File: src/rtl/mem_port_arbiter.sv
// rtl/mem_port_arbiter.sv - IF/MEM arbiter for a shared single-port memory with req/ack timeout
// Optional macro ARB_ROUND_ROBIN_EN: alternate grants under contention instead of data-first priority.
module mem_port_arbiter #(
  parameter int ADDR_W  = 32,
  parameter int DATA_W  = 32,
  parameter int TIMEOUT = 255,
  parameter int CNT_W   = 8
) (
  input  logic              clk,
  input  logic              rst_n,
  input  logic              if_req,
  input  logic [ADDR_W-1:0] if_addr,
  output logic              if_valid,
  output logic [DATA_W-1:0] if_rdata,
  input  logic              d_read,
  input  logic              d_write,
  input  logic [ADDR_W-1:0] d_addr,
  input  logic [DATA_W-1:0] d_wdata,
  output logic              d_valid,
  output logic [DATA_W-1:0] d_rdata,
  output logic              bus_err,
  output logic              stall,
  output logic              mem_req,
  output logic              mem_we,
  output logic [ADDR_W-1:0] mem_addr,
  output logic [DATA_W-1:0] mem_wdata,
  input  logic              mem_ack,
  input  logic [DATA_W-1:0] mem_rdata
);

  typedef enum logic [1:0] {S_IDLE, S_BUSY_IF, S_BUSY_D, S_DONE} state_t;

  state_t             r_state, w_state_nxt;
  logic [CNT_W-1:0]   r_cnt, w_cnt_nxt;
  logic               w_d_req, w_grant_d, w_cnt_last;
  logic               w_req_nxt, w_we_nxt, w_ifv_nxt, w_dv_nxt, w_err_nxt;
  logic [ADDR_W-1:0]  w_addr_nxt;
  logic [DATA_W-1:0]  w_wdata_nxt, w_ifr_nxt, w_dr_nxt;

  assign w_d_req    = d_read | d_write;
  assign w_cnt_last = (r_cnt == CNT_W'(TIMEOUT - 1));
  assign stall      = (if_req & ~if_valid) | (w_d_req & ~d_valid);

`ifdef ARB_ROUND_ROBIN_EN
  logic r_last_grant;  // 0 = IF, 1 = data

  assign w_grant_d = w_d_req & ~(if_req & r_last_grant);

  always_ff @(posedge clk or negedge rst_n) begin
    if (!rst_n) begin
      r_last_grant <= 1'b0;
    end else if (r_state == S_IDLE && (w_d_req || if_req)) begin
      r_last_grant <= w_grant_d;
    end
  end
`else
  assign w_grant_d = w_d_req;
`endif

  always_comb begin
    w_state_nxt = r_state;
    w_cnt_nxt   = r_cnt;
    w_req_nxt   = mem_req;
    w_we_nxt    = mem_we;
    w_addr_nxt  = mem_addr;
    w_wdata_nxt = mem_wdata;
    w_ifv_nxt   = 1'b0;
    w_dv_nxt    = 1'b0;
    w_err_nxt   = 1'b0;
    w_ifr_nxt   = if_rdata;
    w_dr_nxt    = d_rdata;
    case (r_state)
      S_IDLE: begin
        if (w_d_req || if_req) begin
          w_req_nxt = 1'b1;
          if (w_grant_d) begin
            w_addr_nxt  = d_addr;
            w_wdata_nxt = d_wdata;
            w_we_nxt    = d_write;
            w_state_nxt = S_BUSY_D;
          end else begin
            w_addr_nxt  = if_addr;
            w_we_nxt    = 1'b0;
            w_state_nxt = S_BUSY_IF;
          end
        end
      end
      S_BUSY_IF, S_BUSY_D: begin
        w_cnt_nxt = r_cnt + 1'b1;
        // An ack on the timeout edge still counts as a normal completion.
        if (mem_ack || w_cnt_last) begin
          w_req_nxt   = 1'b0;
          w_we_nxt    = 1'b0;
          w_err_nxt   = ~mem_ack;
          w_state_nxt = S_DONE;
          if (r_state == S_BUSY_IF) begin
            w_ifv_nxt = 1'b1;
            w_ifr_nxt = mem_ack ? mem_rdata : '0;
          end else begin
            w_dv_nxt = 1'b1;
            if (!mem_ack) begin
              w_dr_nxt = '0;
            end else if (!mem_we) begin
              w_dr_nxt = mem_rdata;
            end
          end
        end
      end
      S_DONE: begin
        w_cnt_nxt   = '0;
        w_state_nxt = S_IDLE;
      end
      default: begin
        w_state_nxt = S_IDLE;
      end
    endcase
  end

  always_ff @(posedge clk or negedge rst_n) begin
    if (!rst_n) begin
      r_state   <= S_IDLE;
      r_cnt     <= '0;
      mem_req   <= 1'b0;
      mem_we    <= 1'b0;
      mem_addr  <= '0;
      mem_wdata <= '0;
      if_valid  <= 1'b0;
      d_valid   <= 1'b0;
      bus_err   <= 1'b0;
      if_rdata  <= '0;
      d_rdata   <= '0;
    end else begin
      r_state   <= w_state_nxt;
      r_cnt     <= w_cnt_nxt;
      mem_req   <= w_req_nxt;
      mem_we    <= w_we_nxt;
      mem_addr  <= w_addr_nxt;
      mem_wdata <= w_wdata_nxt;
      if_valid  <= w_ifv_nxt;
      d_valid   <= w_dv_nxt;
      bus_err   <= w_err_nxt;
      if_rdata  <= w_ifr_nxt;
      d_rdata   <= w_dr_nxt;
    end
  end

endmodule
File: config.mk
export PLATFORM = sky130hd
export DESIGN_NAME = mem_port_arbiter
export DESIGN_NICKNAME = d
export VERILOG_FILES = /design/src/rtl/mem_port_arbiter.sv
export SDC_FILE = /design/constraint.sdc
export NUM_CORES = 1
export LEC_CHECK = 0
export BUFFER_PORTS_ARGS = -buffer_cell sky130_fd_sc_hd__buf_4
export CAP_MARGIN = 15
export CORE_MARGIN = 2
export CORE_UTILIZATION = 43
export CTS_BUF_LIST = sky130_fd_sc_hd__clkbuf_4 sky130_fd_sc_hd__clkbuf_8 sky130_fd_sc_hd__clkbuf_16
export DETAILED_ROUTE_END_ITERATION = 10
export PLACE_DENSITY = 0.82
export SLEW_MARGIN = 10
export SYNTH_ARGS = -nofsm -noshare
export SYNTH_HDL_FRONTEND = slang
export SYNTH_SLANG_ARGS = --single-unit
File: constraint.sdc
create_clock -name clk -period 1.5 [get_ports clk]
set_input_delay 0.15 -clock clk [delete_from_list [all_inputs] [get_ports clk]]
set_output_delay 0.15 -clock clk [all_outputs]
set_load 0.1 [all_outputs]
# Word level (Yosys, flattened, before mapping)
# Cells that the tools add are included.
# word_totals
reg_bits,143
latch_bits,0
ram_bits,0
rom_bits,0
input_bits,134
output_inout_bits,134
wordCells,62
mem_count,0
# classes
addsub,1
mul,0
n_div,0
magnitude_cmp,0
eq_ne,7
n_shift,0
muxes,23
bitwise,8
reduce_logical,12
# op_table
op,n
2-to-1 mux 32 bit,4
case mux 8 bit (2 select lines),1
2-to-1 mux 1 bit,12
AND reduction 3 bit,3
adder 8 x 1 -> 8 bit (second input constant),1
equality test 8 bit (second input constant),1
2-to-1 mux 2 bit,3
inequality test 2 bit (second input constant),3
case mux 2 bit (3 select lines),1
equality test 2 bit (second input constant),2
inverter 1 bit,4
case mux 1 bit (2 select lines),2
AND reduction 2 bit,2
AND reduction 4 bit,1
nonzero test 2 bit,2
AND 1 bit,2
equality test 2 x 1 -> 1 bit (second input constant),1
zero test 2 bit,1
logical OR 1 bit,2
OR 1 bit,2
OR reduction 2 bit,1

# Longest topological paths before layout
# depth
ltp_word,4
depth_mapped,8
depth_no_buf,5

# Least setup slack after synthesis
# Ideal clock, no wire load.
# synth_path
path_kind,register -> output
start,reg d_valid
end,out stall
t_arrival_ps,2368
required_time_ps,1350
slack_ps,-1018
path_stages_with_launch,2
path_buffers,0
path_cell_list,dfrtp_1 -> o22ai_1
# synth_via
elab_chain_cells,3
# synth_rtl
element,line_no,text
"start, declared",19,"output logic d_valid,"
"start signal, assigned",140,d_valid <= w_dv_nxt;
inverter 1 bit,42,assign stall = (if_req & ~if_valid) | (w_d_req & ~d_valid);
AND 1 bit,42,
OR 1 bit,42,
"end, declared",22,"output logic stall,"
# No other way between the ends.

# Final worst setup path
# layout_path
start,reg r_state[1]
end,reg if_rdata[13]
# layout_via
elab_chain_cells,3
word_cells_on_any_way,4
classes_between,eq/ne: 2; reduce/logical: 2
# layout_rtl
element,line_no,text
"start, declared",33,"state_t r_state, w_state_nxt;"
"start signal, assigned",133,r_state <= w_state_nxt;
equality test 2 x 1 -> 1 bit / equality test 2 bit (equally long branches),"72, 96",
OR reduction 2 bit,72,case (r_state)
AND reduction 3 bit (no line) *,--,
"end signal, assigned",142,if_rdata <= w_ifr_nxt;
"end, declared",14,"output logic [DATA_W-1:0] if_rdata,"
# Mark *: on every way between the ends. The rest lies on a longest branch, timed or not.
# A chain may end at the register's enable or synchronous reset.

==> results.sh <==
export IMPL_outcome="finished, violations left"
export IMPL_dr_pass1_iters=5
export IMPL_violations="setup timing"
export IMPL_worstMarginPinSlew_ns=0.471
export IMPL_synth_cell_types=42
export IMPL_grt_use_total=0.258
export IMPL_hold_path_depth=3
export IMPL_timing_final_crit_share=1.07
export IMPL_whs_endpoint="mem_addr[11]"
export IMPL_grt_pass1_wl_um=32200
export IMPL_cts_inserted_buffers=17
export IMPL_drc=0
export IMPL_grt_overflow_total=0
export IMPL_worstPathRequired_ns=1.81
export IMPL_setup_violations=74
export IMPL_ys_seq_elements=143
export IMPL_layout_nets=1049
export IMPL_totalWireLength_um=21800
export IMPL_crit_slowest_cell="dfrtp_1"
export IMPL_async_flop_share=1.00
export IMPL_tritoncts="built"
export IMPL_hold_start="d_addr[11]"
export IMPL_avgViaCountPerCell=5.44
export IMPL_layout_commonest_cell="buf_4"
export IMPL_netlist_area_leader_share=0.565
export IMPL_clockBufferDepth=2
export IMPL_rsz0062_at_grt="yes"
export IMPL_r2r_start="r_state[1]"
export IMPL_final_cell_mix="buf_4 (291), dfrtp_1 (140), nand2_1 (71), dlygate4sd3_1 (65), a21o_1 (34)"
export IMPL_areaGrowthSynthToFinish_pct=66.8
export IMPL_hold_viol=0
export IMPL_die_x_um=125
export IMPL_start_util=0.438
export IMPL_drive_gt1_frac=0.479
export IMPL_synth_cells=551
export IMPL_synth_area_um2=6330
export IMPL_fin_skew_ns=0.0120
export IMPL_ys_seq_area_frac=0.565
export IMPL_n_fill_cell=931
export IMPL_ant_nets=0
export IMPL_syn_nets=690
export IMPL_crit_chain="inv_2 > ha_4 > and3_4 > clkbuf_16 > a22o_1 > a21o_1"
export IMPL_insertion_delay_ns=0.42
export IMPL_fin_crit_ns=1.60
export IMPL_yosysTopAreaCell="dfrtp_1"
export IMPL_max_freq_mhz=625
export IMPL_critical_path_top_delay_family="flip-flops"
export IMPL_slew_headroom=0.686
export IMPL_maxCapViolCount=0
export IMPL_dieArea_um2=15700
export IMPL_cp_end_kind="register"
export IMPL_grt_pass1_vias=6214
export IMPL_dp_hpwl_um=13000
export IMPL_clkSlewWorstSetupHoldPaths_ns=0.07
export IMPL_vias=6019
export IMPL_core_um2=14500
export IMPL_synthTopCellsByArea="dfrtp_1 (56%), mux2_2 (5.9%), mux2i_1 (5.2%)"
export IMPL_die_h_um=125
export IMPL_htree_levels=4
export IMPL_crit_fanout=16
export IMPL_cts_sinks=143
export IMPL_postLayoutCoreUtil=0.730
export IMPL_first_iter_violations=338
export IMPL_synthFlopType="dfrtp_1"
export IMPL_worst_path_buf_inv=2
export IMPL_wl_per_cell_um=19.7
export IMPL_ios=268
export IMPL_antennaDiodeCount=0
export IMPL_path_class="reg2reg"
export IMPL_worst_r2r_endpoint="if_rdata[13]"
export IMPL_synth_edf_count=0
export IMPL_min_path_type="in2reg"
export IMPL_finalMaxSlewViolations=0
export IMPL_io_buffers=267
export IMPL_worstRegToRegCells=6
export IMPL_cts_root_buf="clkbuf_16"
export IMPL_setup_ws_ns=-0.0989
export IMPL_r2r_slack_ns=-0.1
export IMPL_yosys_warnings=0
export IMPL_place_gp_congestion=0.834
export IMPL_slowest_delay_ns=0.39
export IMPL_start_kind="register"
export IMPL_rows=44
export IMPL_grt_max_degree=49
export IMPL_antenna_found_initial=0
export IMPL_synth_avg_cell_area_um2=11.5
export IMPL_arrival_ns=1.91
flip-flops by register name, indices dropped and copies added (netlist names):
name       flops
mem_addr      32
mem_wdata     32
mem_we         1
if_rdata      32
d_valid        1
d_rdata       32
if_valid       1
r_state        2
r_cnt          8
mem_req        1
bus_err        1
synthesized netlist by cell type (2+ instances only):
library cell	count
a21oi_1	2
mux2_2	33
buf_2	22
nor2b_1	2
clkbuf_1	10
nand2_1	72
ha_1	5
o31ai_1	3
and3_1	3
inv_1	7
a31oi_1	2
o21ai_0	65
o21ai_1	7
nand3_1	3
dfrtp_1	143
a22o_1	32
buf_4	8
a21o_1	34
nand2b_1	5
nor4b_1	2
mux2i_1	33
a22oi_1	32
nor2_1	7
worst max-delay path by stage:
stage	start	endpoint	slack, ns	cells past startpoint
after floorplan	r_state[1]	if_rdata[10]	-0.03	7
after global placement	r_state[0]	r_state[1]	-0.003	5
after detailed placement	r_state[0]	d_rdata[30]	-0.04	6
after CTS	r_cnt[0]	d_rdata[19]	-0.02	7
after global routing	r_state[1]	if_rdata[13]	-0.13	6
final	r_state[1]	if_rdata[13]	-0.1	6
layer usage:
layer  GRT usage  routed length, µm
met3      0.0873               1860
met4       0.112                579
met1       0.300               8170
met2       0.437              11200
met5           0                  0
worst min-delay path, delay by kind of cell:
family	cells	cell delay [ns]
buffers and inverters	1	0.08
AOI/OAI and AO/OA	1	0.11
muxes	1	0.05
per-stage QoR:
step	setup TNS [ns]	instances	hold slack, ns	setup slack (ns)	area (µm²)
2_1_floorplan	-1.63	551	-0.146	-0.0329	6380
3_3_place_gp	-0.00316	992	0.125	-0.00316	8790
3_5_place_dp	-0.905	992	0.122	-0.0439	8790
4_1_cts	-0.357	1092	0.00292	-0.0247	10100
5_1_grt	-7.60	1106	0.0279	-0.135	10600
6_report	-2.12	1106	0.0182	-0.0989	10600
kinds of logic after synthesis:
group | count (synthesis) | share of synthesized area
DFF | 143 | 0.565
adders and majority gates | 5 | 0.00988
and+or+nand+nor | 103 | 0.0743
buffers and inverters | 48 | 0.0387
AOI/OAI and AO/OA | 186 | 0.201
muxes | 66 | 0.111
what timing repair did:
action,in CTS,in global routing
buffers inserted,4,5
pin swaps,0,15
hold endpoints to repair,106,1
cloned,1,8
resized for setup,26,76
hold buffers,64,1
endpoints found under the setup margin,67,99
area by class of cell:
| type | instances | area (µm²) | area share |
|---|---|---|---|
| tap | 184 | 230 | 0.0218 |
| timing repair buffer | 381 | 3320 | 0.314 |
| clock inverter | 10 | 114 | 0.0108 |
| inverter | 7 | 26.3 | 0.00249 |
| multi-input combinational | 360 | 2820 | 0.267 |
| sequential | 143 | 3580 | 0.339 |
| clock buffer | 21 | 468 | 0.0443 |
Power is not shown: default switching activity piles up to over one toggle a cycle in this logic, so the estimate is an artifact.
